### config.mk
export PLATFORM = sky130hd
export DESIGN_NAME = decode_control_pipe
export DESIGN_NICKNAME = d
export VERILOG_FILES = /design/src/rtl/decode_control_pipe.sv
export SDC_FILE = /design/constraint.sdc
export NUM_CORES = 1
export LEC_CHECK = 0
export BUFFER_PORTS_ARGS = -buffer_cell sky130_fd_sc_hd__buf_2
export CORE_MARGIN = 4
export CORE_UTILIZATION = 46
export DETAILED_ROUTE_END_ITERATION = 8
export PLACE_DENSITY = 0.69
export SLEW_MARGIN = 10
export SYNTH_ARGS = -nofsm -noshare
export SYNTH_HDL_FRONTEND = slang
export SYNTH_SLANG_ARGS = --single-unit
### constraint.sdc
create_clock -name clock -period 3.2 [get_ports clock]
set_input_delay 0.16 -clock clock [delete_from_list [all_inputs] [get_ports clock]]
set_output_delay 0.16 -clock clock [all_outputs]
set_load 0.05 [all_outputs]
### src/rtl/decode_control_pipe.sv
// Instruction-decode stage: main control + ALU control decode behind valid/ready with a 2-entry skid buffer.
// Latency 1 cycle; in_ready is the registered inverse of the skid entry being full.
module decode_control_pipe #(
    parameter bit ENABLE_M = 1'b0,
    parameter int CNT_W    = 16
) (
    input  logic             clock,
    input  logic             reset,
    input  logic             flush,
    input  logic             in_valid,
    output logic             in_ready,
    input  logic [31:0]      instruction,
    output logic             out_valid,
    input  logic             out_ready,
    output logic [31:0]      out_instruction,
    output logic [7:0]       controls,
    output logic [3:0]       alu_control,
    output logic             illegal,
    output logic [CNT_W-1:0] decoded_count,
    output logic             illegal_seen
);

    localparam logic [3:0] ALU_AND = 4'b0000;
    localparam logic [3:0] ALU_OR  = 4'b0001;
    localparam logic [3:0] ALU_ADD = 4'b0010;
    localparam logic [3:0] ALU_XOR = 4'b0011;
    localparam logic [3:0] ALU_SUB = 4'b0110;
    localparam logic [3:0] ALU_SLT = 4'b0111;
    localparam logic [3:0] ALU_SLL = 4'b1000;
    localparam logic [3:0] ALU_SRL = 4'b1001;
    localparam logic [3:0] ALU_SRA = 4'b1010;
    localparam logic [3:0] ALU_MUL = 4'b1100;

    typedef struct packed {
        logic [31:0] instr;
        logic [7:0]  ctrl;
        logic [3:0]  alu;
        logic        ill;
    } entry_t;

    // {illegal, alu_control} for the funct7=0000000 funct3 table shared by R and I types
    function automatic logic [4:0] base_op(input logic [2:0] f3);
        case (f3)
            3'b000:  base_op = {1'b0, ALU_ADD};
            3'b001:  base_op = {1'b0, ALU_SLL};
            3'b010:  base_op = {1'b0, ALU_SLT};
            3'b100:  base_op = {1'b0, ALU_XOR};
            3'b101:  base_op = {1'b0, ALU_SRL};
            3'b110:  base_op = {1'b0, ALU_OR};
            3'b111:  base_op = {1'b0, ALU_AND};
            default: base_op = {1'b1, 4'b0000};
        endcase
    endfunction

    logic [6:0] opcode;
    logic [2:0] funct3;
    logic [6:0] funct7;
    logic [7:0] dec_base;
    logic [3:0] dec_alu;
    logic       dec_bad;
    logic [4:0] bop;
    entry_t     dec_entry;

    assign opcode = instruction[6:0];
    assign funct3 = instruction[14:12];
    assign funct7 = instruction[31:25];

    always_comb begin
        dec_base = 8'h00;
        dec_alu  = ALU_ADD;
        dec_bad  = 1'b0;
        bop      = base_op(funct3);
        case (opcode)
            7'b0110011: dec_base = 8'h22;
            7'b0000011: dec_base = 8'hF0;
            7'b0100011: dec_base = 8'h88;
            7'b1100011: dec_base = 8'h05;
            7'b0010011: dec_base = 8'hA3;
            default:    dec_bad  = 1'b1;
        endcase
        case (dec_base[1:0])
            2'b00: dec_alu = ALU_ADD;
            2'b01: dec_alu = ALU_SUB;
            2'b10: begin
                case (funct7)
                    7'b0000000: begin
                        dec_alu = bop[3:0];
                        dec_bad = bop[4];
                    end
                    7'b0100000: begin
                        if (funct3 == 3'b000)      dec_alu = ALU_SUB;
                        else if (funct3 == 3'b101) dec_alu = ALU_SRA;
                        else                       dec_bad = 1'b1;
                    end
                    7'b0000001: begin
                        if (ENABLE_M && funct3 == 3'b000) dec_alu = ALU_MUL;
                        else                              dec_bad = 1'b1;
                    end
                    default: dec_bad = 1'b1;
                endcase
            end
            2'b11: begin
                // I-type ignores funct7 except bit 5 selecting arithmetic right shift
                if (funct3 == 3'b101) begin
                    dec_alu = funct7[5] ? ALU_SRA : ALU_SRL;
                end else begin
                    dec_alu = bop[3:0];
                    dec_bad = bop[4];
                end
            end
            default: dec_alu = ALU_ADD;
        endcase
        dec_entry.instr = instruction;
        dec_entry.ctrl  = dec_bad ? 8'h00 : dec_base;
        dec_entry.alu   = dec_bad ? 4'b0000 : dec_alu;
        dec_entry.ill   = dec_bad;
    end

    entry_t main_q, skid_q;
    logic   main_vld, skid_vld;
    logic   accept, handshake, main_free;

    assign accept    = in_valid & ~skid_vld;
    assign handshake = main_vld & out_ready;
    assign main_free = ~main_vld | out_ready;

    always_ff @(posedge clock or posedge reset) begin
        if (reset) begin
            main_q        <= '0;
            skid_q        <= '0;
            main_vld      <= 1'b0;
            skid_vld      <= 1'b0;
            decoded_count <= '0;
            illegal_seen  <= 1'b0;
        end else begin
            if (handshake) begin
                decoded_count <= decoded_count + CNT_W'(1);
                if (main_q.ill) illegal_seen <= 1'b1;
            end
            if (flush) begin
                main_vld <= 1'b0;
                skid_vld <= 1'b0;
            end else if (main_free) begin
                // skid is only ever full while in_ready is low, so it never races an accept
                if (skid_vld) begin
                    main_q   <= skid_q;
                    main_vld <= 1'b1;
                    skid_vld <= 1'b0;
                end else begin
                    main_vld <= accept;
                    if (accept) main_q <= dec_entry;
                end
            end else if (accept) begin
                skid_q   <= dec_entry;
                skid_vld <= 1'b1;
            end
        end
    end

    assign in_ready        = ~skid_vld;
    assign out_valid       = main_vld;
    assign out_instruction = main_q.instr;
    assign controls        = main_q.ctrl;
    assign alu_control     = main_q.alu;
    assign illegal         = main_q.ill;

endmodule
==> results by group, run 1 <==
Outcome
  • Status: finished, final reports clean

Synthesis
  • Post-synthesis compound-gate area fraction: 0.1113
  • Post-synthesis simple-gate area fraction: 0.1241
  • Synth warn: 0
  • Largest family of logic cells by synthesized area: multiplexers
  • Gate Count Post-Synth: 433
  • Multiplexer area fraction after synthesis: 0.1459
  • Mapped Nets: 471
  • Post-Synth Adder-Cell Area: 0.002601
  • Synthesis-stage register bit count: 107
  • Cell variety after synth: 46
  • Most common flop cell mapped by yosys: dfrtp_1
  • Avg Cell Area, Syn: 11.11 sq um
  • Post-synth ARST share: 1.000
  • Post-synth EDFFs: 0
  • Mapped Area: 4810 sq um
  • Post-synthesis sequential area ratio: 0.5567
  • Synth Area in XOR/XNOR: 0.02732

Worst setup path
  • Data required, critical path: 3.46 ns
  • CP Class: reg -> reg
  • Crit start category: register
  • Data arrival, critical path: 2.41 ns
  • Crit path capture type: register
  • CP Max Fanout: 26

Finish
  • Antenna Cells: 0
  • Syn-to-layout area delta: 16.88%
  • Core Util, Final: 0.5495
  • FILL cells: 936
  • Register area: 2679 sq um
  • Layout cells sized above 1: 0.3195
  • Multi-input logic area: 1988 sq um
  • Final #Nets: 562

Routing
  • Via density: 5.119
  • Residual DRC count: 0
  • Wire per inst: 14.88 microns
  • Starting DRT DRC Count: 107
  • ANT nets after route: 0
  • Detailed-route via count: 3404
  • WL final: 9896 microns
  • Detailed Routing Iterations Pass 1: 4

GRT
  • Total gr overflow: 0
  • GRT Total Usage: 0.1716
  • Largest net degree at the start of global routing: 76
  • Vias in the first global route: 3389
  • Global-route wire length before repair: 16350 microns
  • Antenna violations before repair: 0

Timing
  • Slew Limit Fails: 0
  • Min cycle time layout: 2.152 ns
  • Final setup TNS: 0 ns
  • Unrepaired setup endpoints after global routing: no
  • Worst-Margin Slew: 0.7875 ns
  • Hold slack: 0.02607 ns
  • Fin. Hold Viols: 0
  • Final setup fails: 0
  • Tcrit/Tclk final: 0.6725
  • Achievable Freq: 464.7 MHz
  • Clock skew: 0.007653 ns
  • Relative max-transition margin: 0.4750

Clocking
  • Skew-Pair Late Insertion Delay: 0.37 ns
  • Clock H-tree levels: 3
  • Clk buf depth: 2
  • Clock Tree Root: clkbuf_8
  • Reg clk slew, reported paths: 0.11 ns
  • CTS tree: done
  • Sink Count: 107
  • Post_cts resized: 0
  • Total CTS buffers: 9

Die
  • Die ar.: 12160 sq um
  • Die W: 110.3 microns
  • Core area: 10230 sq um
  • Num rows: 37
  • Die height: 110.3 microns
  • Initial Util: 0.4701
  • Io pins: 101

Job
  • Max Cap Viol: 0

Pwr
  • Gate power share: 0.270
  • Power per cell area: 604.4 nW/um^2
  • Leakage Power: 2.584 nW
  • Flop pwr share: 0.500
  • Switching Fraction: 0.3706
  • Clock power frac: 0.230
  • Cell Int Power: 2.139 mW
  • P_sw: 1.259 mW
  • Max VDD drop: 0.3289 mV

Place
  • GP Congestion: 0.7895
  • Number of port buffers: 100
  • DP HPWL: 6826 microns

Worst hold path
  • Worst Hold Class: in -> reg
[cell usage in the layout (no fill, tap or decap), types with 7 or more instances in the layout]
cell,count
a21oi_1,13
buf_2,100
clkbuf_8,9
dfrtp_1,106
inv_1,7
mux2_2,33
mux2i_1,33
nand2_1,60
nand3_1,10
nor2_1,17
nor2b_1,7
o21ai_0,49
xnor2_1,11
[final timing paths]
check,end,depth (start not counted),start,slack [ns]
max,skid_q[17],4,out_valid,1.05
max reg2reg,skid_q[17],4,out_valid,1.05
min in group asynchronous,skid_q[30],3,reset,0.42
min,skid_q[35],2,instruction[22],0.03
min reg2reg,decoded_count[15],1,decoded_count[15],0.48
max in group asynchronous,out_instruction[11],4,reset,1.88
[final cells by class]
class,count,area share
Clock buffer,9,0.02203
Timing Repair Buffer,108,0.1006
Multi-Input combinational cell,290,0.3537
Clock inverter,7,0.01113
Inverter,8,0.005787
Tap cell,136,0.03027
Sequential cell,107,0.4765
[synth_stat cells, drive strengths merged (2+ instances only)]
cell | n | area [sq um]
dfrtp | 107 | 2678
nand2 | 61 | 231.5
o21ai | 49 | 245.2
mux2 | 33 | 371.6
mux2i | 33 | 330.3
nor2 | 17 | 63.81
buf | 15 | 75.08
a21oi | 13 | 65.06
clkbuf | 13 | 48.80
nand3 | 12 | 65.06
xnor2 | 11 | 96.34
inv | 8 | 30.03
nor2b | 7 | 43.79
nor3 | 6 | 35.03
o21a | 6 | 45.04
or3 | 4 | 25.02
xor2 | 4 | 35.03
and3 | 3 | 18.77
o31ai | 3 | 22.52
a21o | 2 | 15.01
a31o | 2 | 17.52
nand2b | 2 | 20.02
nand4 | 2 | 12.51
nor3b | 2 | 15.01
o211ai | 2 | 15.01
o31a | 2 | 17.52
o41ai | 2 | 25.03
[critical path: stages (launching register included)]
cell,delay (ns)
dfrtp_1,0.43
nor2b_1,0.28
nand3_2,0.60
buf_4,0.45
mux2_2,0.28
[through the flow]
step	power, mW	setup WS [ns]	instances	instance area [sq um]
2_1_floorplan	2.412	0.2228	433	4810
3_3_place_gp	2.623	1.040	647	5411
3_5_place_dp	2.653	0.9911	647	5411
4_1_cts	3.439	0.9904	665	5618
5_1_grt	3.590	0.8117	665	5622
6_report	3.398	1.048	665	5622
[sequential cells by signal, indices dropped and copies added, names as in the netlist]
register and count:
alu_control 4, controls 7, decoded_count 16, illegal 1
illegal_seen 1, out_instruction 32, out_valid 1, skid_q 44
skid_vld 1
[repair_timing]
action                                  CTS  global route
hold buffers                              2             0
endpoints found under the setup margin    0             0
buffers inserted                          0             0
endpoints found under the hold margin    52             0
[cell families (layout without fill, tap and decap cells)]
group | count (synthesis) | count (layout)
DFF | 107 | 107
and+or+nand+nor | 122 | 122
xor gates and xnor gates | 15 | 15
adders and majority gates | 1 | 1
muxes | 66 | 66
AOI/OAI and AO/OA | 86 | 86
buffers and inverters | 36 | 132
[per-layer routing]
layer	wire [microns]	track usage
met1	4494	0.2265
met2	4676	0.2795
met3	628	0.04543
met4	97	0.05013
met5	0	0
[power groups by stage]
| stage | Sequential, mW | Combinational [mW] | Clock, mW |
|---|---|---|---|
| floorplan | 2.10 | 0.312 | 0 |
| global placement | 1.72 | 0.907 | 0 |
| detailed placement | 1.73 | 0.926 | 0 |
| CTS | 1.70 | 0.928 | 0.810 |
| global route | 1.73 | 0.991 | 0.871 |
| finish | 1.70 | 0.916 | 0.783 |
(Power assumes the default switching activity.)
==> run 2, diff against run 1 <==
--- a/config.mk
+++ b/config.mk
@@ -9,7 +9,7 @@
 export CORE_MARGIN = 4
 export CORE_UTILIZATION = 46
 export DETAILED_ROUTE_END_ITERATION = 8
-export PLACE_DENSITY = 0.69
+export PLACE_DENSITY = 0.72
 export SLEW_MARGIN = 10
 export SYNTH_ARGS = -nofsm -noshare
 export SYNTH_HDL_FRONTEND = slang
==> constraint.sdc (replaced) <==
create_clock -name clock -period 1.73 [get_ports clock]
set_input_delay 0.0865 -clock clock [delete_from_list [all_inputs] [get_ports clock]]
set_output_delay 0.0865 -clock clock [all_outputs]
set_load 0.05 [all_outputs]
==> run 2 against run 1 <==
  * Sequential share of layout area down 3.1 points
  * Wire length up 2.6%
  * Clock-buffer cell count up 2
  * Die area unchanged
  * Worst hold slack about the same
  * Power up 90%
  * Largest power group unchanged
  * Global-route usage up 0.63 points
  * Via count up 4.7%
  * Clock power up 95%
  * Non-clock buffer count up 32
==> results by group, run 2 (synthesis results as in run 1) <==
Outcome
  • Status: finished, final reports clean (unchanged)

Place
  • GP Congestion: 0.7566 (was 0.7895)
  • DP HPWL: 6960 microns (was 6826 microns)
  • Post-Place Setup Slack: -0.001860 ns (was 0.9911 ns)
  • Number of port buffers: 100 (unchanged)

Worst setup path
  • Data arrival, critical path: 1.92 ns (was 2.41 ns)
  • CP Class: in -> reg (was reg -> reg)
  • WP buf/inv: 2 (was 1)
  • Crit start category: input pin (was register)
  • Critical-path cell list: dlygate4sd3_1 > buf_2 > nand4bb_4 > or3_1 > o31a_1 > a21oi_1 (was nor2b_1 > nand3_2 > buf_4 > mux2_2)
  • FF-to-FF path depth: 4 (unchanged)
  • Slowest stage delay, CP: 0.55 ns (was 0.60 ns)
  • Data required, critical path: 2.03 ns (was 3.46 ns)
  • CP delay by family, top: buffers and inverters (was simple AND/OR/NAND/NOR gates)
  • Slowest CP cell: dlygate4sd3_1 (was nand3_2)
  • Logic depth of the worst path, buffers included: 6 (was 4)
  • Crit path capture type: register (unchanged)
  • CP Max Fanout: 4 (was 26)
  • Worst reg2reg path endpoint: out_instruction[9] (was skid_q[17])
  • FF-to-FF setup slack: 0.16 ns (was 1.05 ns)
  • RR Startpoint: out_valid (unchanged)

Finish
  • Final #Nets: 594 (was 562)
  • Multi-input logic area: 2036 sq um (was 1988 sq um)
  • Layout cells sized above 1: 0.3333 (was 0.3195)
  • Antenna Cells: 0 (unchanged)
  • Register area: 2684 sq um (was 2679 sq um)
  • FILL cells: 865 (was 936)
  • Syn-to-layout area delta: 25.34% (was 16.88%)
  • Most common cell after layout, fill and taps aside: dfrtp_1 (unchanged)
  • Largest register FFs: 44 (unchanged)
  • Commonest cells after routing, fill and taps aside: dfrtp_1, buf_2, nand2_1 (unchanged)
  • Biggest register: skid_q (unchanged)

Routing
  • Detailed-route via count: 3564 (was 3404)
  • Detailed Routing Iterations Pass 1: 4 (unchanged)
  • Via density: 5.113 (was 5.119)
  • Starting DRT DRC Count: 130 (was 107)
  • WL final: 10150 microns (was 9896 microns)
  • Wire per inst: 14.56 microns (was 14.88 microns)
  • ANT nets after route: 0 (unchanged)
  • Residual DRC count: 0 (unchanged)

Timing
  • Relative max-transition margin: 0.6034 (was 0.4750)
  • Achievable Freq: 614.4 MHz
  • Final Worst Setup Slack: 0.1023 ns (was 1.048 ns)
  • Unrepaired setup endpoints after global routing: no (unchanged)
  • Worst-Margin Slew: 0.5949 ns (was 0.7875 ns)
  • Tcrit/Tclk final: 0.9409
  • Clock skew: 0.006415 ns (was 0.007653 ns)
  • Min cycle time layout: 1.628 ns
  • Hold slack: 0.02623 ns (was 0.02607 ns)
  • Slew Limit Fails: 0 (unchanged)
  • Fin. Hold Viols: 0 (unchanged)
  • Final setup fails: 0 (unchanged)

GRT
  • Global-route wire length before repair: 17020 microns (was 16350 microns)
  • Largest net degree at the start of global routing: 67 (was 76)
  • GRT Total Usage: 0.1779 (was 0.1716)
  • Vias in the first global route: 3535 (was 3389)
  • Total gr overflow: 0 (unchanged)
  • Antenna violations before repair: 0 (unchanged)

Clocking
  • Reg clk slew, reported paths: 0.09 ns (was 0.11 ns)
  • Total CTS buffers: 9 (unchanged)
  • Skew-Pair Late Insertion Delay: 0.36 ns (was 0.37 ns)
  • Sink Count: 107 (unchanged)
  • Clock H-tree levels: 3 (unchanged)
  • CTS tree: done (unchanged)
  • # Post-CTS Setup Buffers: 0 (unchanged)
  • Clock Tree Root: clkbuf_8 (unchanged)
  • Clk buf depth: 2 (unchanged)

Die
  • Die ar.: 12160 sq um (unchanged)
  • Die W: 110.3 microns (unchanged)
  • Core area: 10230 sq um (unchanged)
  • Initial Util: 0.4701 (unchanged)
  • Die height: 110.3 microns (unchanged)
  • Num rows: 37 (unchanged)
  • Io pins: 101 (unchanged)

Pwr
  • Power per cell area: 1069 nW/um^2 (was 604.4 nW/um^2)
  • Leakage Power: 2.751 nW (was 2.584 nW)
  • Max VDD drop: 0.6848 mV (was 0.3289 mV)

Job
  • Max Cap Viol: 0 (unchanged)

Worst hold path
  • Hold Crit Depth: 2 (unchanged)
  • Worst Hold End: skid_q[41] (was skid_q[35])
  • Worst Hold Class: in -> reg (unchanged)
  • Hold Startpoint: instruction[28] (was instruction[22])
## run 2: cell types whose count changed in the layout (fill, tap and decap cells not counted), sizes merged, moves of 2 or more
cell,previous run,this run
dlygate4sd3,2,24
buf,106,116
inv,10,7
clkbuf,9,11
## run 2: where the power goes
part / internal (mW) / switching, mW / total, mW
sequential: 2.91 / 0.239 / 3.15
combinational: 0.563 / 1.21 / 1.77
clock: 0.703 / 0.823 / 1.53
## run 2: how the worst max path moves through the flow
stage                                     end              from  slack (ns)
after floorplan             decoded_count[13]  decoded_count[3]       0.007
after global routing              controls[1]    instruction[3]        0.02
after global placement    out_instruction[31]         out_valid        0.08
after detailed placement  out_instruction[19]         out_valid      -0.002
after CTS                      alu_control[1]   instruction[25]        0.01
final                             controls[1]    instruction[3]        0.10
## run 2: what timing repair did
action	CTS	global route
endpoints found under the setup margin	2	11
cloned	0	0
gates resized for setup	1	5
pin swaps	0	4
hold endpoints to repair	132	0
hold buffers	24	0
## run 2: final cells by class
cell class / instances / area share
inverter: 8 / 0.005604
clock buffer: 11 / 0.02345
multi-input combinational: 290 / 0.3377
tap: 136 / 0.02823
sequential: 107 / 0.4452
clock inverter: 5 / 0.008717
timing repair buffer: 140 / 0.1511
## run 2: layer usage
metal  wire (microns)  global-route usage  vias to the layer above
met5                0                   0                        -
met3              427             0.03320                       14
met2             4961              0.2894                       69
met1             4583              0.2352                     1734
li1                 -                   -                     1747
met4              177             0.07300                        0
## run 2: per-stage QoR
stage,power (mW),setup TNS [ns],cells,cell area (sq um),util
final,6.445,0,697,6028,0.5892
after global routing,6.808,0,697,6028,0.5892
after CTS,6.519,0,697,5992,0.5857
after detailed placement,4.940,-0.001860,657,5554,0.5429
after global placement,4.872,0,657,5554,0.5429
after floorplan,4.469,0,433,4832,-
## run 2: worst reg2reg max path, delay by kind of cell (launching register included)
family / cells / cell delay [ns]
compound gates: 1 / 0.27
buf+inv: 1 / 0.22
flops: 1 / 0.41
simple gates: 2 / 0.58
